[config.mk]
export PLATFORM = sky130hd
export DESIGN_NAME = fifo_buffer
export DESIGN_NICKNAME = d
export VERILOG_FILES = /design/src/rtl/fifo_buffer.sv
export SDC_FILE = /design/constraint.sdc
export NUM_CORES = 1
export LEC_CHECK = 0
export BUFFER_PORTS_ARGS = -buffer_cell sky130_fd_sc_hd__buf_4
export CORE_MARGIN = 2
export CORE_UTILIZATION = 53
export CTS_CLUSTER_SIZE = 10
export DETAILED_ROUTE_END_ITERATION = 8
export GPL_ROUTABILITY_DRIVEN = 0
export GPL_TIMING_DRIVEN = 0
export PLACE_DENSITY = 0.75
export SYNTH_ARGS = -nofsm -noshare
export SYNTH_HDL_FRONTEND = slang
export SYNTH_SLANG_ARGS = --single-unit
[constraint.sdc]
create_clock -name i_clk -period 3.5 [get_ports i_clk]
set_input_delay 0.175 -clock i_clk [delete_from_list [all_inputs] [get_ports i_clk]]
set_output_delay 0.175 -clock i_clk [all_outputs]
set_load 0.01 [all_outputs]
[src/rtl/fifo_buffer.sv]
// First-word-fall-through FIFO with internal wrap-around pointers and occupancy count.
// The head entry is read combinationally; full/empty/almost-full decode from count.
module fifo_buffer #(
  parameter int WIDTH        = 47,
  parameter int ADDR_W       = 2,
  parameter int AFULL_THRESH = 3
) (
  input  logic              i_clk,
  input  logic              i_rst_n,
  input  logic              i_flush,
  input  logic              i_wr_en,
  input  logic [WIDTH-1:0]  i_wr_data,
  input  logic              i_rd_en,
  input  logic              i_clr_err,
  output logic [WIDTH-1:0]  o_rd_data,
  output logic              o_empty,
  output logic              o_full,
  output logic              o_almost_full,
  output logic [ADDR_W:0]   o_count,
  output logic              o_overflow,
  output logic              o_underflow
);

  localparam int DEPTH = 2 ** ADDR_W;
  localparam logic [ADDR_W:0] DEPTH_C = (ADDR_W + 1)'(DEPTH);
  localparam logic [ADDR_W:0] AFULL_C = (ADDR_W + 1)'(AFULL_THRESH);

  logic [WIDTH-1:0]  mem [DEPTH];
  logic [ADDR_W-1:0] wr_ptr_reg, wr_ptr_next;
  logic [ADDR_W-1:0] rd_ptr_reg, rd_ptr_next;
  logic [ADDR_W:0]   count_reg, count_next;
  logic              overflow_reg, overflow_next;
  logic              underflow_reg, underflow_next;
  logic              empty, full;
  logic              wr_acc, rd_acc, mem_we;

  always_comb begin
    empty  = (count_reg == '0);
    full   = (count_reg == DEPTH_C);
    rd_acc = i_rd_en & ~empty;
    // A pop in the same cycle frees the slot, so a full FIFO still takes the push.
    wr_acc = i_wr_en & (~full | rd_acc);
    mem_we = wr_acc & ~i_flush;

    wr_ptr_next = wr_ptr_reg;
    rd_ptr_next = rd_ptr_reg;
    count_next  = count_reg;
    if (i_flush) begin
      wr_ptr_next = '0;
      rd_ptr_next = '0;
      count_next  = '0;
    end else begin
      if (wr_acc) wr_ptr_next = wr_ptr_reg + ADDR_W'(1);
      if (rd_acc) rd_ptr_next = rd_ptr_reg + ADDR_W'(1);
      if (wr_acc && !rd_acc)      count_next = count_reg + (ADDR_W + 1)'(1);
      else if (rd_acc && !wr_acc) count_next = count_reg - (ADDR_W + 1)'(1);
    end

    // Set beats clear; a flush cycle raises nothing.
    overflow_next  = (~i_flush & i_wr_en & ~wr_acc) | (overflow_reg  & ~i_clr_err);
    underflow_next = (~i_flush & i_rd_en & ~rd_acc) | (underflow_reg & ~i_clr_err);
  end

  always_ff @(posedge i_clk or negedge i_rst_n) begin
    if (!i_rst_n) begin
      wr_ptr_reg    <= '0;
      rd_ptr_reg    <= '0;
      count_reg     <= '0;
      overflow_reg  <= 1'b0;
      underflow_reg <= 1'b0;
    end else begin
      wr_ptr_reg    <= wr_ptr_next;
      rd_ptr_reg    <= rd_ptr_next;
      count_reg     <= count_next;
      overflow_reg  <= overflow_next;
      underflow_reg <= underflow_next;
    end
  end

  // Storage is deliberately left out of reset.
  always_ff @(posedge i_clk) begin
    if (mem_we) mem[wr_ptr_reg] <= i_wr_data;
  end

  assign o_rd_data     = mem[rd_ptr_reg];
  assign o_empty       = empty;
  assign o_full        = full;
  assign o_almost_full = (count_reg >= AFULL_C);
  assign o_count       = count_reg;
  assign o_overflow    = overflow_reg;
  assign o_underflow   = underflow_reg;

endmodule

* Yosys cells after proc, flatten, opt, wreduce, memory -nomap -nowiden *
Memories as Yosys holds them, arrays and structs flattened.
Cells that the tools add are included.

storage, ports and cells
  register bits after elaboration = 9
  bits in writable memories = 188
  word-level logic and storage cells = 47
  memories kept = 1

operators by class
  add/subtract/negate cells = 4
  order comparisons = 1
  eq/ne operators = 1
  muxes and demuxes = 9
  bitwise logic cells = 18
  reductions and logical operators = 8

memories
  name  words  width  rd ports  clocked after Yosys merged registers in  wr ports  line  text
  mem   4      47     1         0                                        1         28    logic [WIDTH-1:0] mem [DEPTH];

operator list
  cell                 count
  $and 1x1->1          9
  $mux 3               3
  $mux 2               4
  $not 1->1            6
  $add 2x1->2 const B  2
  $reduce_bool 2->1    2
  $add 3x1->3 const B  1
  $eq 3x3->1 const B   1
  $ge 3x2->1 const B   1
  $logic_not 3->1      1
  $or 1x1->1           3
  $reduce_bool 3->1    1
  $sub 3x1->3 const B  1
  $logic_and 1x1->1    2
  $logic_not 1->1      2
  $mux 1               2

* Logic depth before layout (Yosys ltp) *
Gate-level depths: netlist of the first run.

  depth after elaboration = 10
  mapped depth = 7
  depth with buffers taken out = 6

* Least setup slack after synthesis of the first run *
No wires, ideal clock.

  kind = register -> register
  start point = register count_reg[0], in the netlist o_count[0]
  end point = memory mem[0][0] (enable)
  library setup time = 0.409 ns
  data arrival time = 1.993 ns
  setup slack = 1.097 ns
  cell stages (with the launch flop) = 5
  buffers on the path = 1
  clock period less this slack = 2.403 ns
  cells stage by stage = dfrtp_1 > buf_4 > nor2_1 > a31oi_1 > and2_1

on the way
  longest elaborated chain between the ends = 8
  elaborated cells on any way between the ends = 10
  those cells by class = eq/ne: 1; mux: 2; bitwise: 6; reduce/logical: 1

RTL lines
  item                              line  text
  start, declared                   31    logic [ADDR_W:0] count_reg, count_next;
  start signal, assigned            74    count_reg <= count_next;
  $logic_not 3->1                   38    empty = (count_reg == '0);
  $not 1->1                         40    rd_acc = i_rd_en & ~empty;
  $and 1x1->1                       40
  $or 1x1->1 (*)                    42    wr_acc = i_wr_en & (~full | rd_acc);
  $and 1x1->1 (*)                   42
  $and 1x1->1 (*)                   43    mem_we = wr_acc & ~i_flush;
  $mux 1 (*)                        82    if (mem_we) mem[wr_ptr_reg] <= i_wr_data;
  $mux 1 (not written as such) (*)  82
  end, declared                     28

Mark *: on every way between the ends. The rest lies on a longest branch, timed or not.

* Worst setup path after layout of the first run *
  start point = register rd_ptr_reg[1]
  end point = output port o_rd_data[11]

on the way
  longest elaborated chain between the ends = 1

RTL lines
  item                    line  text
  start, declared         30    logic [ADDR_W-1:0] rd_ptr_reg, rd_ptr_next;
  start signal, assigned  73    rd_ptr_reg <= rd_ptr_next;
  $mem_v2 4x47            --
  end, declared           15    output logic [WIDTH-1:0] o_rd_data,

Every way passes these cells.

==> summary.md, run 1 <==
| Metric | Value |
|---|---|
| Outcome | finished clean |
| Post-Synth XOR/XNOR Area | 0.352% |
| Root Driver | clkbuf_16 |
| Pwr/cell area | 639 mW/mm^2 |
| Worst-path clk slew | 0.07 ns |
| Pre-CTS WS | 1.22 ns |
| Clock Skews | 0.00813 ns |
| Synth cell types | 34 |
| CTS tree | yes |
| Worst Path Arrival | 2.22 ns |
| # setup viols final | 0 |
| CP bufs+invs | 3 |
| Residual DRC | 0 |
| Area grow syn2layout | 29.5% |
| Fmax | 417 MHz |
| Largest Register | mem |
| Ys Warns | 0 |
| Num rows | 43 |
| IO Count | 108 |
| Total chip power | 0.00618 W |
| Startpoint types | flip-flop |
| Worst min path class | input pin to flip-flop |
| Final Max Tran Viols | 0 |
| Detail Route Antenna Nets | 0 |
| Pleak | 3.38 nW |
| Synthesized area | 0.00747 mm^2 |
| RSZ-0062 raised after global routing | no |
| Clk Latency, worst-skew pair | 0.43 ns |
| MaxCap Viol Count | 0 |
| Layout cells sized above 1 | 41.7% |
| Via density | 5.41 |
| Worst Path Max Fanout | 10 |
| Vias in the first global route | 3,974 |
| Seq/Total Area, Yosys | 78.6% |
| Syn_nets | 378 |
| CP cell instances | clkbuf_1 -> buf_2 -> mux4_2 -> buf_4 |
| Max reg flops | 188 |
| DP Wirelength | 8520 um |
| H-Tree Level Count | 4 |
| Routed via count | 3,737 |
| Final Hold Fails | 0 |
| Post-Layout Inst Area | 0.00967 mm^2 |
| Setup WS post-layout | 1.10 ns |
| Count leader, synth | edfxtp_1 |
| Slowest CP cell | clkbuf_1 |
| Setup crit end kind | output pin |
| ANT cells | 0 |
| Cell area after placement | 0.00862 mm^2 |
| DRT iter0 DRCs | 261 |
| Slew @ Worst Pin | 0.894 ns |
| Die area | 0.0151 mm^2 |
| Die Y | 123 um |
| TritonCTS Sinks | 197 |
| Slew headroom | 40.4% |
| Synth Area in Compound Gates | 1.31% |
| Largest net degree at the start of global routing | 31 |
| Adder-cell share of the synthesized area | 0.938% |
| Synth area leaders | edfxtp_1, mux4_2, dfrtp_1 |
| WHS | 0.0410 ns |
| Bufs on Longest Clock Path | 2 |
| Post-synth EDFFs | 188 |
| #FFs+latches synth | 197 |
| Final wirelength | 13,600 um |
| DRT Pass-1 Iters | 4 |
| Worst VDD drop | 0.000470 V |
| Die X | 123 um |
| Routed WL per cell | 19.6 um |
| Synth cell count leaders | edfxtp_1, mux4_2, nor2_1 |
| Critical Path RT | 3.32 ns |
| Initial antenna violation count | 0 |
| Max incr delay on CP | 0.50 ns |
| PortBufs | 105 |
| Clock buffer count from CTS | 17 |
| Syn Inst Count | 320 |
| Buffer count from post-CTS setup fixing | 0 |
| Avg Inst Size Synth | 23.3 um^2 |
| Initial core utilization | 54.0% |
| Final TNS setup | 0 ns |
| Ys async rst share | 4.57% |
| Yosys top cell area share | 75.6% |
| Global-route wire length before repair | 21,100 um |
| Post-Synth Simple-Gate Area | 1.99% |
| CP delay by family, top | buffers and inverters |
| Fin crit share | 68.6% |
| Critical path type | flip-flop to output pin |
| Multiplexer area fraction after synthesis | 14.8% |
| Nets | 556 |
| Leading area contributor after synthesis | edfxtp_1 |
| Tot GR Track Use | 19.5% |
| Gr ovfl total | 0 |
| Period minus WS final | 2.40 ns |
| Ys flop type | edfxtp_1 |
| Main combinational cell family by area after synthesis | multiplexers |
| Core area | 0.0138 mm^2 |
final cells by class:
type | instances | area [um^2]
sequential | 197 | 5870
fill | 867 | 4160
multi-input combinational | 98 | 1450
timing repair buffer | 159 | 1410
clock buffer | 17 | 425
tap | 180 | 225
clock inverter | 15 | 140
buffer | 17 | 118
inverter | 8 | 30.0
metrics by stage:
stage / utilization (%) / cells
after detailed placement: 62.3 / 610
after global routing: 69.9 / 691
after global placement: 61.3 / 605
after floorplan: - / 320
final: 69.9 / 691
after CTS: 69.9 / 691
routing by layer:
metal | GRT usage [%] | up-vias | routed length, um
met5 | 0 | - | 0
met4 | 8.33 | 0 | 261
met3 | 4.65 | 19 | 791
met2 | 31.4 | 129 | 6890
met1 | 25.6 | 1897 | 5620
li1 | - | 1692 | -
worst paths after layout:
| path | from | slack [ns] | cells past startpoint | endpoint |
|---|---|---|---|---|
| min in group asynchronous | i_rst_n | 0.09 | 2 | o_overflow$_DFF_PN0_ |
| max | rd_ptr_reg[1]$_DFFE_PN0P_ | 1.10 | 4 | o_rd_data[11] |
| min | i_flush | 0.04 | 3 | wr_ptr_reg[1]$_DFFE_PN0P_ |
| max in group asynchronous | i_rst_n | 3.27 | 2 | rd_ptr_reg[1]$_DFFE_PN0P_ |
| max reg2reg | o_count[1]$_DFFE_PN0P_ | 1.18 | 7 | o_count[2]$_DFFE_PN0P_ |
| min reg2reg | o_underflow$_DFF_PN0_ | 0.54 | 2 | o_underflow$_DFF_PN0_ |
worst min-delay path, cell delays in order:
cell and delay, ns:
buf_4 0.10, nand2b_1 0.10, mux2i_1 0.06
cells by family (layout without fill, tap and decap cells):
kind of cell | count (synthesis) | in the layout
mux | 51 | 51
fa+ha+maj | 5 | 5
flops | 197 | 197
simple gates | 26 | 26
buf+inv | 25 | 216
compound gates | 13 | 13
xor+xnor | 3 | 3
cells in the final DEF (no fill, tap or decap), types with 4 or more instances in the layout:
master	synthesis	layout
edfxtp_1	188	188
buf_4	3	108
dlygate4sd3_1	0	49
mux4_2	47	47
clkbuf_16	0	17
nor2_1	10	10
dfrtp_1	9	9
inv_1	8	8
buf_2	6	6
clkinv_4	0	6
inv_6	0	6
nand2b_1	5	5
clkbuf_1	4	4
a31oi_1	4	4
and2_2	0	4
ha_1	4	4
buf_16	0	4
power breakdown:
| part | total (W) | internal, W | switching, W |
|---|---|---|---|
| sequential | 0.00275 | 0.00271 | 0.0000385 |
| clock | 0.00183 | 0.000939 | 0.000893 |
| combinational | 0.00160 | 0.000872 | 0.000728 |
| total | 0.00618 | 0.00452 | 0.00166 |
repair_timing:
action | CTS | global route
endpoints found under the setup margin | 0 | 0
gates resized for setup | 0 | 0
hold endpoints to repair | 199 | 0
hold buffers | 49 | 0
Note: power is estimated with default switching activity, not from simulation.
==> inputs of run 2 (changes only) <==
- ABC_AREA: not set -> 1
- clock period: 3.5 -> 2.38 ns (I/O delays scaled with it)
==> summary.md, run 2 <==
| Metric | Value |
|---|---|
| Most common library cell in the layout ignoring fill and taps | edfxtp_1 |
| Routed WL per cell | 19.5 um |
| Fin util | 70.9% |
| Setup crit end kind | flip-flop |
| Pleak | 3.59 nW |
| Period minus WS final | 2.24 ns |
| Clock Skews | 0.0132 ns |
| Syn Inst Count | 534 |
| Slew headroom | 42.3% |
| Ys flop type | edfxtp_1 |
| Root Driver | clkbuf_16 |
| H-Tree Level Count | 4 |
| WHS | 0.0173 ns |
| Critical path type | flip-flop to flip-flop |
| # setup viols final | 0 |
| Post-Layout Inst Area | 0.00984 mm^2 |
| Die Y | 123 um |
| DP Wirelength | 10,500 um |
| ANT cells | 0 |
| Clk Latency, worst-skew pair | 0.43 ns |
| Max incr delay on CP | 0.68 ns |
| Residual DRC | 0 |
| Leading area contributor after synthesis | edfxtp_1 |
| Clock buffer count from CTS | 17 |
| Worst VDD drop | 0.000614 V |
| Largest net degree at the start of global routing | 26 |
| Vias in the first global route | 5,264 |
| Global-route wire length before repair | 26,900 um |
| Synth cell types | 25 |
| Die X | 123 um |
| RSZ-0062 raised after global routing | no |
| Initial antenna violation count | 0 |
| Gr ovfl total | 0 |
| Fmax | 446 MHz |
| Count leader, synth | edfxtp_1 |
| CTS tree | yes |
| IO Count | 108 |
| CP cell instances | nor2_4 -> nand2_2 -> inv_2 -> nand2_1 -> nand2_1 -> inv_2 -> nand2_4 -> nor2_4 -> buf_12 |
| Area grow syn2layout | 30.3% |
| Slew @ Worst Pin | 0.863 ns |
| Commonest cells after routing, fill and taps aside | edfxtp_1, buf_4, nor2_1 |
| Die area | 0.0152 mm^2 |
| Tot GR Track Use | 24.2% |
| Setup WS post-layout | 0.140 ns |
| Synthesized area | 0.00755 mm^2 |
| Worst Path Max Fanout | 25 |
| Cell area after placement | 0.00872 mm^2 |
| Largest Register | mem |
| Worst-path clk slew | 0.06 ns |
| Final wirelength | 17,800 um |
| DRT Pass-1 Iters | 5 |
| PortBufs | 107 |
| Num rows | 43 |
| Bufs on Longest Clock Path | 2 |
| Synth cell count leaders | edfxtp_1, nor2_1, o21ai_0 |
| Nets | 774 |
| Pwr/cell area | 988 mW/mm^2 |
| Buffer count from post-CTS setup fixing | 0 |
| Initial core utilization | 54.4% |
| Seq/Total Area, Yosys | 77.8% |
| DRT iter0 DRCs | 490 |
| Post-synth EDFFs | 188 |
| Max reg flops | 188 |
| Core area | 0.0139 mm^2 |
| Outcome | finished clean |
| Syn_nets | 592 |
| #FFs+latches synth | 197 |
| Fin crit share | 94.1% |
| Critical Path RT | 2.51 ns |
| Final TNS setup | 0 ns |
| Avg Inst Size Synth | 14.1 um^2 |
| Routed via count | 5,129 |
| Final Hold Fails | 0 |
| MaxCap Viol Count | 0 |
| Pre-CTS WS | -0.0244 ns |
| Startpoint types | flip-flop |
| Ys Warns | 0 |
| Synth area leaders | edfxtp_1, o21ai_0, nor2_1 |
| TritonCTS Sinks | 197 |
| Slowest CP cell | nor2_4 |
| # fillers | 926 |
| Final Max Tran Viols | 0 |
| Yosys top cell area share | 74.8% |
| Worst Path Arrival | 2.37 ns |
| Ys async rst share | 4.57% |
| Detail Route Antenna Nets | 0 |
| Worst min path class | input pin to flip-flop |
| Via density | 5.65 |
| Layout cells sized above 1 | 23.8% |
-- run 2: changes by cell type after synthesis, sizes merged, moves of 16 or more --
| cell | before | now |
|---|---|---|
| nor2 | 10 | 100 |
| nand2 | 0 | 19 |
| inv | 8 | 24 |
| o22ai | 1 | 48 |
| o21ai | 2 | 98 |
| mux4 | 47 | 0 |
-- run 2: critical path: cells and delay by family (launching register included) --
kind / cells / cell delay [ns]
flip-flops: 1 / 0.43
AND/OR/NAND/NOR: 6 / 1.06
buffers and inverters: 3 / 0.42
-- run 2: layout make-up --
type / count / area, um^2 / share of cell area (%)
Buffer: 30 / 160 / 1.63
Clock buffer: 20 / 437 / 4.44
Clock inverter: 11 / 159 / 1.62
Inverter: 24 / 90.1 / 0.916
Multi-Input combinational cell: 283 / 1470 / 14.9
Sequential cell: 197 / 5870 / 59.7
Tap cell: 180 / 225 / 2.29
Timing Repair Buffer: 163 / 1430 / 14.5
-- run 2: final timing paths --
path / to / slack [ns] / from / cells past startpoint
max: mem[1][44]$_DFFE_PP_ / 0.14 / o_count[0]$_DFFE_PN0P_ / 9
min: o_overflow$_DFF_PN0_ / 0.02 / i_wr_en / 3
max reg2reg: mem[1][44]$_DFFE_PP_ / 0.14 / o_count[0]$_DFFE_PN0P_ / 9
min reg2reg: o_overflow$_DFF_PN0_ / 0.56 / o_overflow$_DFF_PN0_ / 2
max in group asynchronous: o_count[1]$_DFFE_PN0P_ / 2.14 / i_rst_n / 2
min in group asynchronous: o_count[0]$_DFFE_PN0P_ / 0.09 / i_rst_n / 2
-- run 2: cells by family (layout without fill, tap and decap cells) --
group / count (synthesis) / count (layout) / share of synthesized area, %
DFF: 197 / 197 / 77.8
AOI/OAI and AO/OA: 150 / 150 / 10.9
and+or+nand+nor: 128 / 128 / 7.06
buffers and inverters: 54 / 248 / 3.31
adders and majority gates: 5 / 5 / 0.928
-- run 2: through the flow --
stage / power, W / std cells
CTS: 0.00971 / 908
global route: 0.0101 / 908
floorplan: 0.00551 / 534
detailed placement: 0.00676 / 826
global placement: 0.00665 / 821
finish: 0.00972 / 908
-- run 2: report_power, final --
group	total [W]	internal, W	switching [W]
Clock	0.00292	0.00174	0.00118
Sequential	0.00408	0.00399	0.0000892
Combinational	0.00272	0.00111	0.00161
-- run 2: layer usage --
layer	global-route usage (%)	share of wire, %
met1	30.3	40
met2	41.7	53
met3	4.34	5.3
met4	9.80	1.6
met5	0	0
-- run 2: timing repair --
item | in CTS | in global routing
hold endpoints to repair | 203 | 0
endpoints found under the setup margin | 73 | 73
cloned | 0 | 0
hold buffers | 51 | 0
resized for setup | 1 | 2
